<file path="src/rtl/uart_tx_pkg.sv">
// Shared definitions for the UART transmitter: register word indices,
// STATUS/CTRL bit positions, FSM state encoding and a divisor helper.
// Optional feature macro: UART_TX_PARITY_EN adds the PARITY state.
package uart_tx_pkg;

  localparam logic [1:0] REG_TXDATA  = 2'd0;
  localparam logic [1:0] REG_STATUS  = 2'd1;
  localparam logic [1:0] REG_BAUDDIV = 2'd2;
  localparam logic [1:0] REG_CTRL    = 2'd3;

  localparam int STAT_FULL      = 0;
  localparam int STAT_EMPTY     = 1;
  localparam int STAT_BUSY      = 2;
  localparam int STAT_OVERFLOW  = 3;
  localparam int STAT_COUNT_LSB = 8;

  localparam int CTRL_ENABLE = 0;
  localparam int CTRL_PARITY = 1;

`ifdef UART_TX_PARITY_EN
  typedef enum logic [2:0] {
    ST_IDLE, ST_START, ST_DATA, ST_PARITY, ST_STOP
  } tx_state_t;
`else
  typedef enum logic [1:0] {
    ST_IDLE, ST_START, ST_DATA, ST_STOP
  } tx_state_t;
`endif

  // A programmed divisor of zero would never finish a bit, so it runs as one.
  function automatic logic [15:0] eff_div(input logic [15:0] div);
    return (div == 16'd0) ? 16'd1 : div;
  endfunction

endpackage

</file>
<file path="src/rtl/sync_fifo.sv">
// Synchronous FIFO with first-word fall-through read data.
// DEPTH must be a power of two so the pointers wrap naturally.
module sync_fifo #(
  parameter int WIDTH = 8,
  parameter int DEPTH = 8
) (
  input  logic                     clk,
  input  logic                     rst_n,
  input  logic                     push,
  input  logic [WIDTH-1:0]         wdata,
  input  logic                     pop,
  output logic [WIDTH-1:0]         rdata,
  output logic                     full,
  output logic                     empty,
  output logic [$clog2(DEPTH):0]   count
);

  localparam int AW = $clog2(DEPTH);
  localparam int CW = AW + 1;

  logic [WIDTH-1:0] mem [DEPTH];
  logic [AW-1:0]    wr_ptr;
  logic [AW-1:0]    rd_ptr;
  logic             do_push;
  logic             do_pop;

  // A pop on the same cycle frees a slot, so a push into a full FIFO is still accepted.
  assign do_pop  = pop && !empty;
  assign do_push = push && (!full || do_pop);
  assign full    = (count == CW'(DEPTH));
  assign empty   = (count == '0);
  assign rdata   = mem[rd_ptr];

  // Storage array needs no reset; only the pointers define validity.
  always_ff @(posedge clk) begin
    if (do_push) mem[wr_ptr] <= wdata;
  end

  // Pointer and occupancy bookkeeping.
  always_ff @(posedge clk or negedge rst_n) begin
    if (!rst_n) begin
      wr_ptr <= '0;
      rd_ptr <= '0;
      count  <= '0;
    end else begin
      if (do_push) wr_ptr <= wr_ptr + AW'(1);
      if (do_pop)  rd_ptr <= rd_ptr + AW'(1);
      if (do_push && !do_pop)      count <= count + CW'(1);
      else if (do_pop && !do_push) count <= count - CW'(1);
    end
  end

endmodule

</file>
<file path="src/rtl/uart_tx_mmio.sv">
// Memory-mapped 8N1 UART transmitter on the CPU flat bus.
// Registers: TXDATA, STATUS, BAUDDIV, CTRL in a 16-byte window.
// Optional feature macro: UART_TX_PARITY_EN (even parity bit, CTRL bit1).
module uart_tx_mmio
  import uart_tx_pkg::*;
#(
  parameter logic [31:0] pBaseAddr   = 32'h1000_0000,
  parameter int          pFifoDepth  = 8,
  parameter logic [15:0] pDefaultDiv = 16'd4
) (
  input  logic        iwClk,
  input  logic        iwnRst,
  input  logic [31:0] iwReadAddr,
  input  logic [31:0] iwWriteAddr,
  input  logic [31:0] iwWriteData,
  input  logic [3:0]  iwWstrb,
  output logic [31:0] owReadData,
  output logic        owTx,
  output logic        owIrq
);

  localparam int CW = $clog2(pFifoDepth) + 1;

  logic          rd_sel, wr_en, push_req, fsm_pop;
  logic [1:0]    rd_idx, wr_idx;
  logic [31:0]   status_word, ctrl_word, rd_word;
  logic [15:0]   baud_div;
  logic          enable, overflow, parity_en;
  logic [7:0]    fifo_rdata;
  logic          fifo_full, fifo_empty;
  logic [CW-1:0] fifo_count;
  logic          unused_bits;

  tx_state_t     state, state_next;
  logic [15:0]   timer, timer_next, frame_div, div_next, new_div;
  logic [2:0]    bit_idx, idx_next;
  logic [7:0]    tx_data, data_next;
  logic          tx_bit, bit_done, start_ok;

  assign rd_sel   = (iwReadAddr[31:4] == pBaseAddr[31:4]);
  assign rd_idx   = iwReadAddr[3:2];
  assign wr_en    = (iwWriteAddr[31:4] == pBaseAddr[31:4]) && (|iwWstrb);
  assign wr_idx   = iwWriteAddr[3:2];
  assign push_req = wr_en && (wr_idx == REG_TXDATA) && iwWstrb[0];

  assign unused_bits = ^{iwReadAddr[1:0], iwWriteAddr[1:0], iwWriteData[31:16]};

  sync_fifo #(.WIDTH(8), .DEPTH(pFifoDepth)) u_fifo (
    .clk   (iwClk),
    .rst_n (iwnRst),
    .push  (push_req),
    .wdata (iwWriteData[7:0]),
    .pop   (fsm_pop),
    .rdata (fifo_rdata),
    .full  (fifo_full),
    .empty (fifo_empty),
    .count (fifo_count)
  );

  // Assemble readable register images from current (pre-write) state.
  always_comb begin
    status_word = '0;
    status_word[STAT_FULL]     = fifo_full;
    status_word[STAT_EMPTY]    = fifo_empty;
    status_word[STAT_BUSY]     = (state != ST_IDLE);
    status_word[STAT_OVERFLOW] = overflow;
    status_word[STAT_COUNT_LSB +: 8] = 8'(fifo_count);
    ctrl_word = '0;
    ctrl_word[CTRL_ENABLE] = enable;
    ctrl_word[CTRL_PARITY] = parity_en;
    rd_word = '0;
    case (rd_idx)
      REG_STATUS:  rd_word = status_word;
      REG_BAUDDIV: rd_word = {16'b0, baud_div};
      REG_CTRL:    rd_word = ctrl_word;
      default:     rd_word = '0;
    endcase
  end

  // Read data register: one-cycle latency, zero outside the window.
  always_ff @(posedge iwClk or negedge iwnRst) begin
    if (!iwnRst) owReadData <= '0;
    else         owReadData <= rd_sel ? rd_word : '0;
  end

  // Writable control registers and the sticky overflow flag.
  always_ff @(posedge iwClk or negedge iwnRst) begin
    if (!iwnRst) begin
      baud_div <= pDefaultDiv;
      enable   <= 1'b1;
      overflow <= 1'b0;
    end else begin
      if (wr_en && (wr_idx == REG_BAUDDIV)) begin
        if (iwWstrb[0]) baud_div[7:0]  <= iwWriteData[7:0];
        if (iwWstrb[1]) baud_div[15:8] <= iwWriteData[15:8];
      end
      if (wr_en && (wr_idx == REG_CTRL) && iwWstrb[0]) enable <= iwWriteData[CTRL_ENABLE];
      if (push_req && fifo_full && !fsm_pop)
        overflow <= 1'b1;
      else if (wr_en && (wr_idx == REG_STATUS) && iwWstrb[0] && iwWriteData[STAT_OVERFLOW])
        overflow <= 1'b0;
    end
  end

`ifdef UART_TX_PARITY_EN
  // Parity enable lives in CTRL bit1 only when the feature is built in.
  always_ff @(posedge iwClk or negedge iwnRst) begin
    if (!iwnRst) parity_en <= 1'b0;
    else if (wr_en && (wr_idx == REG_CTRL) && iwWstrb[0]) parity_en <= iwWriteData[CTRL_PARITY];
  end
`else
  assign parity_en = 1'b0;
`endif

  // Transmitter state and datapath registers.
  always_ff @(posedge iwClk or negedge iwnRst) begin
    if (!iwnRst) begin
      state     <= ST_IDLE;
      timer     <= '0;
      bit_idx   <= '0;
      tx_data   <= '0;
      frame_div <= 16'd1;
    end else begin
      state     <= state_next;
      timer     <= timer_next;
      bit_idx   <= idx_next;
      tx_data   <= data_next;
      frame_div <= div_next;
    end
  end

  assign bit_done = (timer == 16'd0);
  assign start_ok = enable && !fifo_empty;
  assign new_div  = eff_div(baud_div);

  // Next-state, pop request and line level; a new frame pops and latches the divisor.
  always_comb begin
    state_next = state;
    timer_next = timer;
    idx_next   = bit_idx;
    data_next  = tx_data;
    div_next   = frame_div;
    fsm_pop    = 1'b0;
    tx_bit     = 1'b1;
    case (state)
      ST_IDLE: begin
        if (start_ok) begin
          fsm_pop    = 1'b1;
          state_next = ST_START;
          div_next   = new_div;
          timer_next = new_div - 16'd1;
          data_next  = fifo_rdata;
        end
      end
      ST_START: begin
        tx_bit = 1'b0;
        if (bit_done) begin
          state_next = ST_DATA;
          idx_next   = 3'd0;
          timer_next = frame_div - 16'd1;
        end else begin
          timer_next = timer - 16'd1;
        end
      end
      ST_DATA: begin
        tx_bit = tx_data[bit_idx];
        if (bit_done) begin
          timer_next = frame_div - 16'd1;
          if (bit_idx == 3'd7) state_next = parity_en ? tx_state_t'(ST_STOP + 1'b0) : ST_STOP;
          else                 idx_next   = bit_idx + 3'd1;
`ifdef UART_TX_PARITY_EN
          if (bit_idx == 3'd7 && parity_en) state_next = ST_PARITY;
`endif
        end else begin
          timer_next = timer - 16'd1;
        end
      end
`ifdef UART_TX_PARITY_EN
      ST_PARITY: begin
        tx_bit = ^tx_data;
        if (bit_done) begin
          state_next = ST_STOP;
          timer_next = frame_div - 16'd1;
        end else begin
          timer_next = timer - 16'd1;
        end
      end
`endif
      ST_STOP: begin
        tx_bit = 1'b1;
        if (bit_done) begin
          if (start_ok) begin
            fsm_pop    = 1'b1;
            state_next = ST_START;
            div_next   = new_div;
            timer_next = new_div - 16'd1;
            data_next  = fifo_rdata;
          end else begin
            state_next = ST_IDLE;
          end
        end else begin
          timer_next = timer - 16'd1;
        end
      end
      default: state_next = ST_IDLE;
    endcase
  end

  assign owTx  = tx_bit;
  assign owIrq = fifo_empty && (state == ST_IDLE);

endmodule

</file>
<file path="config.mk">
export PLATFORM = sky130hd
export DESIGN_NAME = uart_tx_mmio
export DESIGN_NICKNAME = d
export VERILOG_FILES = /design/src/rtl/uart_tx_pkg.sv /design/src/rtl/sync_fifo.sv /design/src/rtl/uart_tx_mmio.sv
export SDC_FILE = /design/constraint.sdc
export NUM_CORES = 1
export LEC_CHECK = 0
export BUFFER_PORTS_ARGS = -buffer_cell sky130_fd_sc_hd__buf_2
export CORE_ASPECT_RATIO = 0.9
export CORE_UTILIZATION = 50
export DETAILED_ROUTE_END_ITERATION = 8
export GPL_TIMING_DRIVEN = 0
export PLACE_DENSITY_LB_ADDON = 0.12
export SYNTH_ARGS = -nofsm -noshare
export SYNTH_HDL_FRONTEND = slang
export SYNTH_SLANG_ARGS = --single-unit
export TNS_END_PERCENT = 100
</file>
<file path="constraint.sdc">
create_clock -name iwClk -period 5.2 [get_ports iwClk]
set_input_delay 1.04 -clock iwClk [delete_from_list [all_inputs] [get_ports iwClk]]
set_output_delay 1.04 -clock iwClk [all_outputs]
set_load 0.005 [all_outputs]
</file>
Word level (Yosys, flattened, before mapping)

Memories as Yosys holds them, arrays and structs flattened.
Index checks and enable logic that the tools add are counted.

Memories: 1
Flip-flop bits (word level): 105
Bits of input ports: 102
ROM bits: 0
Logic and storage cells: 118
Output and inout bits: 34
Bits in latches: 0
Bits in writable memories: 64

Multiply operators: 0
Mux-type cells: 36
Shift operators: 0
Reduce and logical (&&, ||, !) cells: 40
Order comparisons: 1
Eq/ne operators: 19
Div/mod/pow operators: 0
Bitwise operators: 0
Add/subtract/negate cells: 8

Memories:

| memory     | words | width | rd ports | clocked after memory_dff | wr ports | RTL line        | RTL |
|---|---|---|---|---|---|---|---|
| u_fifo.mem | 8     | 8     | 1        | 0                        | 1        | sync_fifo.sv:21 | `logic [WIDTH-1:0] mem [DEPTH];` |

Operators with widths:

| kind                                                   | number |
|---|---|
| two-way mux 16 bit                                     | 6 |
| case mux 16 bit (3 select lines)                       | 2 |
| equality test 28 x 25 -> 1 bit (second input constant) | 2 |
| subtractor 16 x 1 -> 16 bit (second input constant)    | 3 |
| zero test 16 bit                                       | 2 |
| two-way mux 32 bit                                     | 1 |
| case mux 16 bit (2 select lines)                       | 1 |
| logical AND 1 bit                                      | 17 |
| two-way mux 8 bit                                      | 2 |
| case mux 8 bit (2 select lines)                        | 1 |
| equality test 2 bit (second input constant)            | 6 |
| inequality test 2 bit (second input constant)          | 6 |
| two-way mux 2 bit                                      | 5 |
| nonzero test 2 bit                                     | 5 |
| adder 3 x 1 -> 3 bit (second input constant)           | 3 |
| two-way mux 3 bit                                      | 3 |
| two-way mux 1 bit                                      | 8 |
| two-way mux 4 bit                                      | 2 |
| case mux 2 bit (4 select lines)                        | 1 |
| equality test 2 x 1 -> 1 bit (second input constant)   | 3 |
| case mux 3 bit (2 select lines)                        | 1 |
| AND reduction 2 bit                                    | 3 |
| zero test 1 bit                                        | 5 |
| AND reduction 5 bit                                    | 1 |
| 13 further kinds                                       | 15 |

Depth between registers and ports, before layout

Depth after elaboration: 13
Gate-level depth with buffers: 16
Depth with buffers taken out: 15

Hierarchy

From an unflattened synthesis, not the netlist that was laid out.

Cells, all modules: 619
Area total of the unflattened synthesis: 7716.2 um^2

Modules (own cells, without submodules):

| module       | sequential area each (um^2) | area an instance (um^2) | cells an instance | times used |
|---|---|---|---|---|
| uart_tx_mmio | 1980.6                      | 4653.2                  | 463               | 1 |
| sync_fifo    | 2172.1                      | 3062.9                  | 156               | 1 |

Worst setup path after synthesis

Ideal clock, no wire load.

Kind: input-to-reg
Start point: input port iwWriteAddr[29]
End point: memory u_fifo.mem[1][0], enable pin
Setup time: 395 ps
Buffers on the path: 0
Data required time: 4805 ps
Cell stages on the path: 6
Data arrival time: 3036 ps
Slack: 1770 ps
Cells stage by stage: nor4b_1 -> nand4_1 -> or3_1 -> nor2_1 -> nand3b_1 -> nor4_1

Cells in the longest elaborated chain, start to end: 7

RTL lines:

| what                                    | RTL line           | RTL |
|---|---|---|
| start, declared                         | uart_tx_mmio.sv:14 | `input logic [31:0] iwWriteAddr,` |
| equality test 28 x 25 -> 1 bit          | uart_tx_mmio.sv:42 | `assign wr_en = (iwWriteAddr[31:4] == pBaseAddr[31:4]) && (\|iwWstrb);` |
| logical AND 1 bit                       | uart_tx_mmio.sv:42 |  |
| logical AND 1 bit (2 in series)         | uart_tx_mmio.sv:44 | `assign push_req = wr_en && (wr_idx == REG_TXDATA) && iwWstrb[0];` |
| logical AND 1 bit                       | sync_fifo.sv:29    | `assign do_push = push && (!full \|\| do_pop);` |
| two-way mux 1 bit                       | sync_fifo.sv:36    | `if (do_push) mem[wr_ptr] <= wdata;` |
| two-way mux 1 bit (implied by the code) | sync_fifo.sv:36    |  |
| end, declared                           | sync_fifo.sv:21    |  |

No other way between the ends.

Worst setup path after layout

Start point: register timer[3]
End point: register u_fifo.count[3]

Cells in the longest elaborated chain, start to end: 9
Elaborated cells between the ends (all ways): 12
Those cells by class: mux: 3; reduce/logical: 9

RTL lines:

| what                                | RTL line            | RTL |
|---|---|---|
| start, declared                     | uart_tx_mmio.sv:35  | `logic [15:0] timer, timer_next, frame_div, div_next, new_div;` |
| start signal, assigned              | uart_tx_mmio.sv:125 | `timer <= timer_next;` |
| zero test 16 bit (*)                | uart_tx_mmio.sv:132 | `assign bit_done = (timer == 16'd0);` |
| two-way mux 1 bit (*)               | uart_tx_mmio.sv:191 | `if (bit_done) begin` |
| case mux 1 bit (2 select lines) (*) | uart_tx_mmio.sv:145 | `case (state)` |
| logical AND 1 bit (*)               | sync_fifo.sv:28     | `assign do_pop = pop && !empty;` |
| logical OR 1 bit                    | sync_fifo.sv:29     |  |
| logical AND 1 bit                   | sync_fifo.sv:29     |  |
| zero test 1 bit                     | sync_fifo.sv:49     | `else if (do_pop && !do_push) count <= count - CW'(1);` |
| logical AND 1 bit                   | sync_fifo.sv:49     |  |
| nonzero test 2 bit (no source line) | --                  |  |
| end signal, assigned                | sync_fifo.sv:48     | `if (do_push && !do_pop) count <= count + CW'(1);` |
| end signal, assigned                | sync_fifo.sv:49     |  |
| end, declared                       | sync_fifo.sv:15     | `output logic [$clog2(DEPTH):0] count` |

Mark *: on every way between the ends. The rest lies on a longest branch, timed or not.
A chain may end at the register's enable or synchronous reset.

==> summary.md <==
In this run the worst hold path is classified as flop to flop. In the final design database the tool counted 918 nets. In this run the worst path has a maximum fanout of 8.

Pin slew with the least headroom to its limit: 1030 ps. The synthesized design spends more area on one cell type than any other, namely sky130_fd_sc_hd__dfrtp_1. Traced cell by cell, the critical path runs through clkbuf_1, nor4_1, and4b_1, buf_6, nand2_4, a2111oi_4, inv_1, ha_1, inv_1, ha_1, a21o_1, a21oi_1, xnor2_1, nor2_1, xor2_1. The die covers 16200 um^2. The first global-routing pass estimated 29300 um of wire. The via density per instance was 5.76. The fraction of final layout cells sized beyond drive strength 1 was 0.281; the number of cell instances on the worst register-to-register path was 15.

The worst register-to-register path has a setup slack of 1400 ps. At the worst endpoint, the arrival time is 4110 ps. The total power divided by cell area works out to 332 nW/um^2. After clock tree synthesis, the repair step resized 0 gates.

The total routing usage reported by global routing is 0.239, and the half-perimeter wire length after placement is 13500 um. Count of input and output buffers: 99. The die is 134 um wide. Hold is met by 535 ps. The commonest cells after synthesis are sky130_fd_sc_hd__dfrtp_1 (86), sky130_fd_sc_hd__edfxtp_1 (64), sky130_fd_sc_hd__nor2_1 (59). Among all flip-flop cells after synthesis, the most frequent one is sky130_fd_sc_hd__dfrtp_1.

Type of element capturing the critical path: a flop. The tools report the number of DRC violations after detailed-routing iteration 0 as 433. The logs give 0 for the number of maximum-capacitance constraint violations and 0 for the number of warning messages in the yosys log. The via count of the first global-routing pass was 5622. Setup repair after global routing left no endpoint under its margin. The tools report the buffers inserted during post-CTS setup optimization as 0. The cell family contributing the most delay on the critical path is simple AND/OR/NAND/NOR gates. On the final layout, the worst clock skew is 7.89 ps. The most common cell in the synthesized netlist is sky130_fd_sc_hd__dfrtp_1. The worst path needs 3800 ps of the cycle, external delays included. The tools report the launch point of the worst reg-to-reg path as timer[3]. The final hold violation count was 0; the share of synthesized registers carrying an async set or reset was 0.582.

In this run the remaining antenna-violating nets after routing total 0. The worst-case headroom to the max-slew limit is 0.306. Overall routed net length: 18300 um. For this run, the slowest stage of the critical path takes 630 ps.

After technology mapping, the gate count stands at 664. Total number of vias: 5844. For this design, the slowest cell found on the critical path is sky130_fd_sc_hd__nor4_1. Antenna diode count: 0. For the hold buffer count at CTS, the log shows 0.

TritonCTS built the clock tree. The number of enable-type register cells in the synthesized netlist works out to 64. During I/O placement, the number of pins put on the boundary was 136. The first element of the critical path is timer[3]. The root buffer cell chosen for the clock tree is sky130_fd_sc_hd__clkbuf_16. The number of fill cells is 1263.

The first detailed-routing pass ran for 5 iterations. The flow ran to the end, and the final reports show no timing, DRC or antenna violations. For the worst setup path, the data required time is 5500 ps. The worst hold path passes through 2 cells.

The power share of the combinational group is 0.149. Sorting the synthesized cells by area gives the leading types as sky130_fd_sc_hd__dfrtp_1 (27%), sky130_fd_sc_hd__edfxtp_1 (24%), sky130_fd_sc_hd__mux4_2 (5.2%). Counting flops and latches in the post-synthesis netlist gives 153. The number of max-slew violations in the final report is 0, and the clock transition time at the flip-flop clock pins of the worst setup and hold paths is 60 ps. Counting both buffers and inverters, the worst setup path holds a total of 4.

For the worst-skew pair, the clock arrives at the later sink with an insertion delay of 420 ps. The clock network fraction of design power was 0.404; the maximum level of the CTS H-tree was 4. The total number of clock tree sinks is 153, and the total power draw is 3090 uW. The worst register-to-register path ends at u_fifo.count[3].

The starting density of the core is 0.511. The tools report the number of clock buffers inserted by TritonCTS as 17. The startpoint identified for the worst hold timing path is tx_data[2]. For this run, design rule violations remaining after detail routing come to 0. Across the VDD grid, the largest voltage drop is 235 uV. The worst hold path terminates at tx_data[2]. The worst setup path is launched from a flop.

The tools report the part of the total power dissipated in sequential elements as 0.446. The pin count of the biggest net entering global routing is 52. The net switching power came out at 839 uW.

Part of the Yosys area used for sequential elements: 0.528. The switching part of the total power was 0.271. The average instance in the mapped netlist occupies 11.8 um^2. In this run the static leakage power is 0.00395 uW.

The cell area that synthesis handed to floorplanning was 7870 um^2. Internal power comes to 2250 uW. The floorplan core area was 15400 um^2; the growth of design area from synthesis to finish was 18.4%.

The die outline height was 121 um; the standard-cell row count was 43. The portion of synthesized cell area occupied by the leading cell type is 0.274. Timing would allow up to 0.263 GHz.

For the final routed database, the setup TNS stands at 0 ps. Dividing the detail-routed wire length by the instance count gives 18.1 um. The worst setup path is of the flop to flop kind.

The number of antenna violations at the first check in global routing is 0, and the sum of overflow across all layers after global routing is 0. The netlist uses 71 different library cells. The final estimated routing congestion in global placement is 0.868. Setup violations remaining at the end of the flow were counted as 0. The clock passes through at most 2 buffers.

The ratio of final minimum period to clock period was 0.731.
## power by group through the flow
stage	combinational (uW)	clock, uW	sequential [uW]
2_1_floorplan	315	0	1380
3_3_place_gp	442	0	1400
3_5_place_dp	452	0	1400
4_1_cts	455	1270	1380
5_1_grt	508	1320	1390
6_report	461	1250	1380
## flip-flops by register name, indices dropped and copies added (netlist names), 3 cells and up
| name | cells |
|---|---|
| tx_data | 8 |
| baud_div | 16 |
| timer | 16 |
| u_fifo.wr_ptr | 3 |
| bit_idx | 3 |
| u_fifo.count | 4 |
| u_fifo.rd_ptr | 3 |
| frame_div | 16 |
| u_fifo.mem | 64 |
| owReadData | 16 |
## cell type report
| type | instances | area, um^2 | area share |
|---|---|---|---|
| Tap cell | 202 | 253 | 0.0271 |
| Inverter | 18 | 67.6 | 0.00726 |
| Clock inverter | 14 | 159 | 0.0171 |
| Timing Repair Buffer | 101 | 533 | 0.0572 |
| Clock buffer | 18 | 439 | 0.0472 |
| Multi-Input combinational cell | 462 | 3450 | 0.371 |
| Sequential cell | 153 | 4150 | 0.446 |
| Buffer | 46 | 258 | 0.0277 |
## layout by cell type (no fill, tap or decap), types with 22 or more instances in the layout
| cell | instances |
|---|---|
| sky130_fd_sc_hd__nand2_1 | 41 |
| sky130_fd_sc_hd__nor2_1 | 59 |
| sky130_fd_sc_hd__a21oi_1 | 37 |
| sky130_fd_sc_hd__edfxtp_1 | 64 |
| sky130_fd_sc_hd__buf_2 | 105 |
| sky130_fd_sc_hd__o21ai_0 | 22 |
| sky130_fd_sc_hd__mux2_2 | 33 |
| sky130_fd_sc_hd__dfrtp_1 | 86 |
## how the worst max path moves through the flow
stage | to | cells after the start | slack (ps)
2_1_floorplan | u_fifo.mem[1][0] | 6 | 1770
3_3_place_gp | u_fifo.mem[1][2] | 7 | 900
3_5_place_dp | u_fifo.mem[0][5] | 6 | 1410
4_1_cts | u_fifo.count[3] | 15 | 1380
5_1_grt | u_fifo.count[3] | 15 | 1100
6_report | u_fifo.count[3] | 15 | 1400
## worst register-to-register path: cells and delay by family, from the launching register on
kind	cells	cell delay [ps]
flip-flops	1	350
buffers and inverters	4	560
adder cells (fa/ha/maj)	2	480
AO/OA/AOI/OAI	3	890
AND/OR/NAND/NOR	4	1120
XOR/XNOR	2	280
## per-stage QoR
step / instances / util / instance area [um^2] / setup slack, ps
floorplan: 679 / - / 7920 / 1770
global placement: 980 / 0.564 / 8670 / 899
detailed placement: 982 / 0.566 / 8710 / 1410
CTS: 1014 / 0.605 / 9310 / 1380
global route: 1014 / 0.605 / 9310 / 1100
finish: 1014 / 0.605 / 9310 / 1400
## metal layers
layer / wire length, um / GRT usage
met1: 8060 / 0.322
met2: 8530 / 0.381
met3: 1520 / 0.0627
met4: 233 / 0.0674
met5: 0 / 0
## cells by family after synthesis
kind of cell               Yosys count  share of synthesized area
xor gates and xnor gates            37                     0.0412
AOI/OAI and AO/OA                  112                     0.0953
buffers and inverters               64                     0.0414
muxes                               67                      0.120
adders and majority gates           17                     0.0280
and+or+nand+nor                    213                      0.146
DFF                                153                      0.528
other                                1                   0.000477
Power figures use the tool's default switching activity.
